$ cat config.mk
export PLATFORM = sky130hd
export DESIGN_NAME = pair_align
export DESIGN_NICKNAME = d
export VERILOG_FILES = /design/src/rtl/pair_align.sv
export SDC_FILE = /design/constraint.sdc
export NUM_CORES = 1
export LEC_CHECK = 0
export BUFFER_PORTS_ARGS = -buffer_cell sky130_fd_sc_hd__buf_2
export CAP_MARGIN = 20
export CORE_ASPECT_RATIO = 1.4
export CORE_MARGIN = 2
export CORE_UTILIZATION = 49
export CTS_BUF_LIST = sky130_fd_sc_hd__clkbuf_4
export DETAILED_ROUTE_END_ITERATION = 12
export PLACE_DENSITY = 0.71
export SLEW_MARGIN = 20
export SYNTH_ARGS = -nofsm -noshare
export SYNTH_HDL_FRONTEND = slang
export SYNTH_SLANG_ARGS = --single-unit
$ cat constraint.sdc
create_clock -name clk -period 8.9 [get_ports clk]
set_input_delay 0.445 -clock clk [delete_from_list [all_inputs] [get_ports clk]]
set_output_delay 0.445 -clock clk [all_outputs]
set_load 0.01 [all_outputs]
$ cat src/rtl/pair_align.sv
// Pairs beats from two independent AXI-Stream-like image inputs (X and Y), one beat per cycle,
// and tracks frame position to flag tlast misalignment on either input.
module pair_align_fifo #(
    parameter int W     = 8,
    parameter int DEPTH = 4
) (
    input  logic         clk,
    input  logic         rst,
    input  logic         push,
    input  logic [W-1:0] din,
    input  logic         pop,
    output logic [W-1:0] dout,
    output logic         full,
    output logic         empty
);
    localparam int PW = $clog2(DEPTH);

    logic [W-1:0]  mem [DEPTH];
    logic [PW-1:0] wr_ptr;
    logic [PW-1:0] rd_ptr;
    logic [PW:0]   count;

    assign dout  = mem[rd_ptr];
    assign full  = (count == (PW+1)'(DEPTH));
    assign empty = (count == '0);

    // Storage is left unreset; only the pointers and count define validity.
    always_ff @(posedge clk) begin
        if (push) mem[wr_ptr] <= din;
    end

    always_ff @(posedge clk or posedge rst) begin
        if (rst) begin
            wr_ptr <= '0;
            rd_ptr <= '0;
            count  <= '0;
        end else begin
            if (push) wr_ptr <= wr_ptr + PW'(1);
            if (pop)  rd_ptr <= rd_ptr + PW'(1);
            case ({push, pop})
                2'b10:   count <= count + (PW+1)'(1);
                2'b01:   count <= count - (PW+1)'(1);
                default: ;
            endcase
        end
    end
endmodule

module pair_align #(
    parameter  int PIXELS_PER_BEAT = 16,
    parameter  int IMAGE_DIM       = 512,
    parameter  int FIFO_DEPTH      = 4,
    localparam int DATA_WIDTH      = 8 * PIXELS_PER_BEAT,
    localparam int BEATS           = IMAGE_DIM * IMAGE_DIM / PIXELS_PER_BEAT,
    localparam int CNT_W           = (BEATS > 1) ? $clog2(BEATS) : 1
) (
    input  logic                  clk,
    input  logic                  aresetn,
    input  logic [DATA_WIDTH-1:0] s_x_tdata,
    input  logic                  s_x_tvalid,
    output logic                  s_x_tready,
    input  logic                  s_x_tlast,
    input  logic [DATA_WIDTH-1:0] s_y_tdata,
    input  logic                  s_y_tvalid,
    output logic                  s_y_tready,
    input  logic                  s_y_tlast,
    input  logic                  m_hold,
    output logic [DATA_WIDTH-1:0] out_x,
    output logic [DATA_WIDTH-1:0] out_y,
    output logic                  stall,
    output logic                  frame_end,
    output logic                  tlast_err
);
    // Lane 0 is X, lane 1 is Y; each word is {tlast, tdata}.
    logic [1:0][DATA_WIDTH:0] fifo_din;
    logic [1:0][DATA_WIDTH:0] fifo_dout;
    logic [1:0]               fifo_push;
    logic [1:0]               fifo_full;
    logic [1:0]               fifo_empty;
    logic                     pop;
    logic                     at_last;
    logic [CNT_W-1:0]         beat_cnt;

    // The active-high reset also drops tready so nothing is accepted while held.
    assign s_x_tready   = ~fifo_full[0] & ~aresetn;
    assign s_y_tready   = ~fifo_full[1] & ~aresetn;
    assign fifo_din[0]  = {s_x_tlast, s_x_tdata};
    assign fifo_din[1]  = {s_y_tlast, s_y_tdata};
    assign fifo_push[0] = s_x_tvalid & s_x_tready;
    assign fifo_push[1] = s_y_tvalid & s_y_tready;

    assign pop     = ~fifo_empty[0] & ~fifo_empty[1] & ~m_hold;
    assign at_last = (beat_cnt == CNT_W'(BEATS - 1));

    for (genvar i = 0; i < 2; i++) begin : g_fifo
        pair_align_fifo #(
            .W     (DATA_WIDTH + 1),
            .DEPTH (FIFO_DEPTH)
        ) u_fifo (
            .clk   (clk),
            .rst   (aresetn),
            .push  (fifo_push[i]),
            .din   (fifo_din[i]),
            .pop   (pop),
            .dout  (fifo_dout[i]),
            .full  (fifo_full[i]),
            .empty (fifo_empty[i])
        );
    end

    always_ff @(posedge clk or posedge aresetn) begin
        if (aresetn) begin
            out_x     <= '0;
            out_y     <= '0;
            stall     <= 1'b1;
            frame_end <= 1'b0;
            tlast_err <= 1'b0;
            beat_cnt  <= '0;
        end else begin
            stall     <= ~pop;
            frame_end <= pop & at_last;
            if (pop) begin
                out_x    <= fifo_dout[0][DATA_WIDTH-1:0];
                out_y    <= fifo_dout[1][DATA_WIDTH-1:0];
                beat_cnt <= at_last ? '0 : beat_cnt + CNT_W'(1);
                // Sticky: a misplaced tlast is reported but never resynchronises the count.
                if ((fifo_dout[0][DATA_WIDTH] != at_last) || (fifo_dout[1][DATA_WIDTH] != at_last))
                    tlast_err <= 1'b1;
            end
        end
    end
endmodule

==> results of run 1 <==
-- routing by layer --
| metal | share of wire, % | track usage, % | up-vias |
|---|---|---|---|
| met5 | 0.13 | 0 | - |
| met4 | 2.4 | 8.774 | 24 |
| met3 | 9.7 | 7.473 | 224 |
| met2 | 51 | 39.19 | 1257 |
| met1 | 36 | 27.09 | 14320 |
| li1 | - | - | 12460 |
-- metrics by stage --
stage	area [sq um]	setup slack, ns	hold slack [ns]	cells	power (mW)
detailed placement	52300	4.715	0.4568	4326	13.40
CTS	61310	4.810	0.002872	5402	18.45
global placement	52300	4.780	0.4540	4326	13.26
finish	61390	4.932	0.1437	5419	18.30
floorplan	48330	0.5360	0.4572	2581	11.69
global route	61370	4.589	0.05590	5413	19.30
-- synth_stat cells, types with 3 or more instances --
cell,n
a22o_1,6
and2_1,4
and3_1,9
buf_2,56
buf_4,17
clkbuf_1,43
dfrtp_1,286
edfxtp_1,1032
ha_1,11
inv_1,15
mux2_2,3
mux4_2,258
nand2_1,777
nand3_1,4
nand4_1,3
nor2_1,5
nor3_1,5
nor4_1,3
o21ai_1,5
xnor2_1,12
xor2_1,6
-- path summary, 6_finish.rpt --
path,endpoint,depth (start not counted)
worst max-delay path,out_x[12],7
worst min-delay path,g_fifo[0].u_fifo.mem[1][114],2
worst max register to register,out_x[12],7
worst min register to register,out_y[123],2
max in group asynchronous,out_x[14],5
min in group asynchronous,out_y[31],4
-- where the power goes --
group / switching [mW] / leakage, nW / internal [mW] / total [mW]
clock network: 2.33 / 2.44 / 2.52 / 4.85
registers: 0.722 / 12.9 / 7.84 / 8.56
logic: 2.73 / 8.69 / 2.15 / 4.88
-- layout make-up --
type | count | area share [%]
Antenna cell | 15 | 0.06114
Clock buffer | 484 | 5.919
Clock inverter | 96 | 0.6665
Inverter | 16 | 0.1223
Multi-Input combinational cell | 1129 | 15.57
Sequential cell | 1319 | 62.21
Tap cell | 1311 | 2.672
Timing Repair Buffer | 1049 | 12.79
-- placed cells by master, fill, tap and decap left out, types with 2 or more instances in the layout --
cell           netlist  final
o21ai_0              2      2
inv_8                0      2
dfrtp_4              0      4
and3_4               0      8
inv_2                1      7
dlygate4sd3_1        0    496
mux4_2             258    258
and2_1               4      4
nor3_1               5      5
a22o_1               6      6
buf_2               56    523
clkbuf_4             0    484
nor2_1               5      5
edfxtp_1          1032   1032
nor2b_1              2      2
ha_1                11     11
xor2_1               6      6
dfrtp_1            286    282
clkinv_1             0     73
diode_2              0     15
nor4_4               2      2
nand4_1              3      3
xnor2_1             12     12
nand3_1              4      4
a31oi_1              2      2
clkinv_2             0     14
inv_1               15     14
mux2_2               3      3
fa_1                 2      2
nand2_1            777    777
nor4_1               3      3
buf_4               17     26
o21ai_1              5      5
buf_12               0      3
-- state kept, by name, indices dropped and copies added (netlist names) --
register              cells
g_fifo.u_fifo.rd_ptr      4
g_fifo.u_fifo.mem      1032
beat_cnt                 14
stall                     1
out_y                   128
g_fifo.u_fifo.count       6
g_fifo.u_fifo.wr_ptr      4
frame_end                 1
tlast_err                 1
out_x                   128
-- what timing repair did --
item | CTS | global route
setup buffers | 0 | 0
endpoints found under the hold margin | 1250 | 0
hold buffers | 496 | 0
-- critical path: stages (launching register included) --
cell and delay (ns):
dfrtp_1 0.39, nor3_1 0.08, or3_4 0.68, inv_8 0.72, buf_4 0.79, buf_4 0.81, nand2_1 0.11, nand2_1 0.09
-- cell families after synthesis --
| kind of cell | Yosys count | share of synthesized area [%] |
|---|---|---|
| compound gates | 17 | 0.2460 |
| buf+inv | 133 | 1.326 |
| xor+xnor | 18 | 0.3262 |
| flops | 1319 | 78.99 |
| fa+ha+maj | 13 | 0.3677 |
| simple gates | 819 | 6.628 |
| mux | 262 | 12.11 |
==> flow_summary_export.csv, run 1 <==
group,metric,value,unit
logic_synthesis,ys_ff_latch,1319,
setup_path,start_kind,"flip-flop",
hold_path,hold_class,"in2reg",
logic_synthesis,syn_area,0.04833,sq mm
detailed_routing,wl_per_cell,21.12,um
timing,rsz0062_at_grt,"false",
grt,grt_pass1_vias,31150,
floorplan,die_y,375.6,um
cts,insertion_delay,1.17,ns
grt,grt_usage,22.94,%
logic_synthesis,postSynthCellCount,2581,
power,leakagePower,24.01,nW
grt,overflow,0,
timing,finalSetupTns,0,ns
floorplan,design.die.area,0.1012,sq mm
logic_synthesis,syn_area_per_cell,18.72,sq um
floorplan,coreArea,0.09801,sq mm
logic_synthesis,ys_types,36,
cells_and_area,nets,4116,
setup_path,reg2reg_slack,4.93,ns
timing,drv_slew,0,
hold_path,min_from,"s_x_tdata[114]",
logic_synthesis,syn_nets,2857,
power,vdd_drop_max,0.2074,mV
detailed_routing,via_count,28290,
logic_synthesis,synth_top_area_share,64.13,%
grt,grt_max_degree,134,
detailed_routing,routed_via_density,5.220,
logic_synthesis,ys_seq_area_share,78.99,%
cells_and_area,multiInputGateArea,0.009557,sq mm
setup_path,crit_fanout,133,
placed_design,place_hpwl,63.88,mm
cells_and_area,layout-drive-gt1-share,32.76,%
timing,timing.final.crit_share,44.59,%
detailed_routing,dr.pass1.iters,6,
timing,hold_viol,0,
cells_and_area,areaGrowthSynthToFinish,27.03,%
timing,skew,0.07757,ns
setup_path,cp_data_required_time,9.92,ns
timing,worst_slew_pin_slew,1.137,ns
floorplan,ios,524,
detailed_routing,drc_errors,0,
logic_synthesis,yosysWarningCount,0,
timing,fin_crit,3.968,ns
flow_run,max-cap-violations,0,
setup_path,regToRegStartpoint,"g_fifo[0].u_fifo.count[0]",
cts,cts.sinks,1319,
status,status,"completed",
cells_and_area,fin_util,62.63,%
placed_design,place.gp.congestion,0.7978,
detailed_routing,routed_wl,114.4,mm
cts,clockBufferDepth,4,
power,powerDensity,298.0,mW/mm^2
logic_synthesis,synth_ff_type,"edfxtp_1",
floorplan,initial_utilization,49.30,%
cts,clkTransAtPathRegs,0.07,ns
placed_design,port_buffers,523,
cells_and_area,register_area,0.03819,sq mm
cells_and_area,fill_cells,6883,
cts,cts_resized,0,
logic_synthesis,synth_edf_count,1032,
detailed_routing,drt_iter0_drc,2328,
logic_synthesis,synth_area_leader_cell,"edfxtp_1",
timing,finalSetupViolations,0,
logic_synthesis,ys_async_sr_fraction,21.76,%
cts,htreeDepth,5,
grt,antenna_found_initial,24,
floorplan,die_x,269.4,um
setup_path,crit_start,"g_fifo[0].u_fifo.count[0]",
detailed_routing,ant_nets,0,
cts,cts-buffers-inserted,325,
logic_synthesis,yosys-top-cells-area,"edfxtp_1 (64%), dfrtp_1 (15%), mux4_2 (12%)",
setup_path,arrival,4.98,ns
grt,grt_pass1_wl,177.0,mm
cts,clock_tree.root_cell,"clkbuf_4",
cts,cts_tree,"done",
setup_path,setup.worst_path.end_class,"flip-flop",
setup_path,crit_type,"reg2reg",
floorplan,rows,136,
timing,fmax,252.0,MHz
timing,maxSlewHeadroom,24.23,%
Power figures use the tool's default switching activity.
==> run 2: changes to the inputs <==
Settings changed: PLACE_DENSITY 0.71 to 0.68.
Clock period 8.9 ns to 3.68 ns, I/O delays scaled along.
==> flow_summary_export.csv, run 2 (synthesis gave the netlist of run 1 again) <==
group,metric,value,unit
setup_path,crit_family,"simple AND/OR/NAND/NOR gates",
setup_path,start_kind,"flip-flop",
cells_and_area,layout-drive-gt1-share,33.00,%
placed_design,placed_cells,4340,
detailed_routing,drt_iter0_drc,1937,
grt,grt_pass1_wl,178.5,mm
timing,hold_viol,0,
cts,clkTransAtPathRegs,0.07,ns
cts,htreeDepth,5,
setup_path,crit_fanout,41,
cts,clock_tree.root_cell,"clkbuf_4",
cells_and_area,final_cell_mix,"edfxtp_1 (1032), nand2_1 (777), dlygate4sd3_1 (524), buf_2 (523), clkbuf_4 (492)",
cells_and_area,largest_register_ffs,1032,
power,vdd_drop_max,0.4959,mV
cells_and_area,nets,4149,
cells_and_area,fin_util,63.30,%
placed_design,port_buffers,523,
timing,rsz0062_at_grt,"false",
timing,holdWs,0.1973,ns
timing,skew,0.08470,ns
grt,grt_pass1_vias,31300,
power,finalPower,44.51,mW
floorplan,initial_utilization,49.30,%
cts,cts_tree,"done",
cts,cts_setup_buffers,0,
setup_path,cp_data_required_time,4.71,ns
grt,grt_usage,23.14,%
cells_and_area,largestRegisters,"g_fifo.u_fifo.mem (1032), out_x (128), out_y (128)",
setup_path,arrival,3.79,ns
cts,insertion_delay,1.18,ns
timing,fmax,362.9,MHz
setup_path,crit_buf_inv,2,
timing,maxSlewHeadroom,27.61,%
power,leakagePower,24.26,nW
detailed_routing,routed_via_density,5.194,
placed_design,pre_cts_slack,0.9818,ns
grt,antenna_found_initial,27,
setup_path,reg2reg_slack,0.92,ns
grt,grt_max_degree,158,
floorplan,die_x,269.4,um
setup_path,crit_type,"reg2reg",
detailed_routing,routed_wl,114.6,mm
cts,clockBufferDepth,4,
grt,overflow,0,
placed_design,place_hpwl,64.13,mm
detailed_routing,via_count,28260,
setup_path,setup.worst_path.end_class,"flip-flop",
setup_path,critPathSlowestCell,"or3_4",
hold_path,hold_class,"in2reg",
floorplan,rows,136,
setup_path,max_stage_delay,0.61,ns
timing,finalSetupViolations,0,
flow_run,max-cap-violations,0,
timing,finalSetupTns,0,ns
status,status,"completed",
floorplan,coreArea,0.09801,sq mm
cts,cts.sinks,1319,
cells_and_area,fin_area,0.06204,sq mm
placed_design,placed_cell_area,0.05274,sq mm
detailed_routing,wl_per_cell,21.06,um
timing,timing.final.crit_share,74.89,%
floorplan,ios,524,
cells_and_area,fin_cells,5441,
timing,worst_slew_pin_slew,1.086,ns
detailed_routing,dr.pass1.iters,5,
timing,fin_crit,2.756,ns
timing,layout_setup_ws,0.9240,ns
cells_and_area,areaGrowthSynthToFinish,28.38,%
setup_path,crit_path_frequent_cell,"xor2_1",
power,powerDensity,717.4,mW/mm^2
detailed_routing,ant_nets,0,
floorplan,design.die.area,0.1012,sq mm
timing,drv_slew,0,
detailed_routing,drc_errors,0,
placed_design,place.gp.congestion,0.7684,
setup_path,crit_chain,"nor3_1 -> or3_4 -> inv_8 -> ha_1 -> inv_1 -> fa_1 -> xor2_1 -> nor2_1 -> xor2_1",
cells_and_area,final_common_cell,"edfxtp_1",
cells_and_area,largest_register,"g_fifo.u_fifo.mem",
cts,cts-buffers-inserted,318,
floorplan,die_y,375.6,um
==> run 2: cell types whose count changed in the layout (fill, tap and decap cells not counted), moves of 3 or more <==
cell | previous run | this run
buf_4 | 26 | 14
clkbuf_4 | 484 | 492
diode_2 | 15 | 18
clkinv_1 | 73 | 48
dlygate4sd3_1 | 496 | 524
clkinv_2 | 14 | 11
buf_12 | 3 | 28
==> run 2: worst min-delay path, cell delays in order <==
cell and delay, ns:
dlygate4sd3_1 0.56, buf_2 0.16, and3_4 0.25
==> run 2: layer usage <==
layer  routed length, um  vias up  track usage (%)
met5                 136        -                0
met3                9474      205            7.460
met2               58320     1094            39.63
met1               44090    14400            27.58
met4                2545       20            8.155
li1                    -    12540                -
==> run 2: path summary, 6_finish.rpt <==
path,from,end,depth (start not counted)
max,g_fifo[0].u_fifo.count[2],g_fifo[0].u_fifo.count[2],9
min,s_x_tvalid,g_fifo[0].u_fifo.mem[1][37],3
max reg2reg,g_fifo[0].u_fifo.count[2],g_fifo[0].u_fifo.count[2],9
min reg2reg,tlast_err,tlast_err,1
max in group asynchronous,aresetn,g_fifo[1].u_fifo.rd_ptr[0],5
min in group asynchronous,aresetn,g_fifo[1].u_fifo.count[0],5
==> run 2: final cells by class <==
cell class | instances | area [sq um]
Clock inverter | 67 | 317.8
Multi-Input combinational cell | 1129 | 9557
Inverter | 16 | 71.32
Fill cell | 6965 | 35970
Antenna cell | 18 | 45.04
Clock buffer | 492 | 3694
Tap cell | 1311 | 1640
Sequential cell | 1319 | 38190
Timing Repair Buffer | 1089 | 8528
==> run 2: power breakdown <==
part / internal, mW / leakage (nW) / switching, mW / total, mW
clock network: 6.22 / 2.44 / 5.51 / 11.7
registers: 19.0 / 12.9 / 1.52 / 20.5
logic: 5.43 / 8.95 / 6.88 / 12.3
total: 30.6 / 24.3 / 13.9 / 44.5
==> run 2: repair_timing <==
action / CTS / global route
endpoints found under the setup margin: 0 / 0
hold buffers: 524 / 0
endpoints found under the hold margin: 2406 / 0
gates resized for setup: 0 / 0
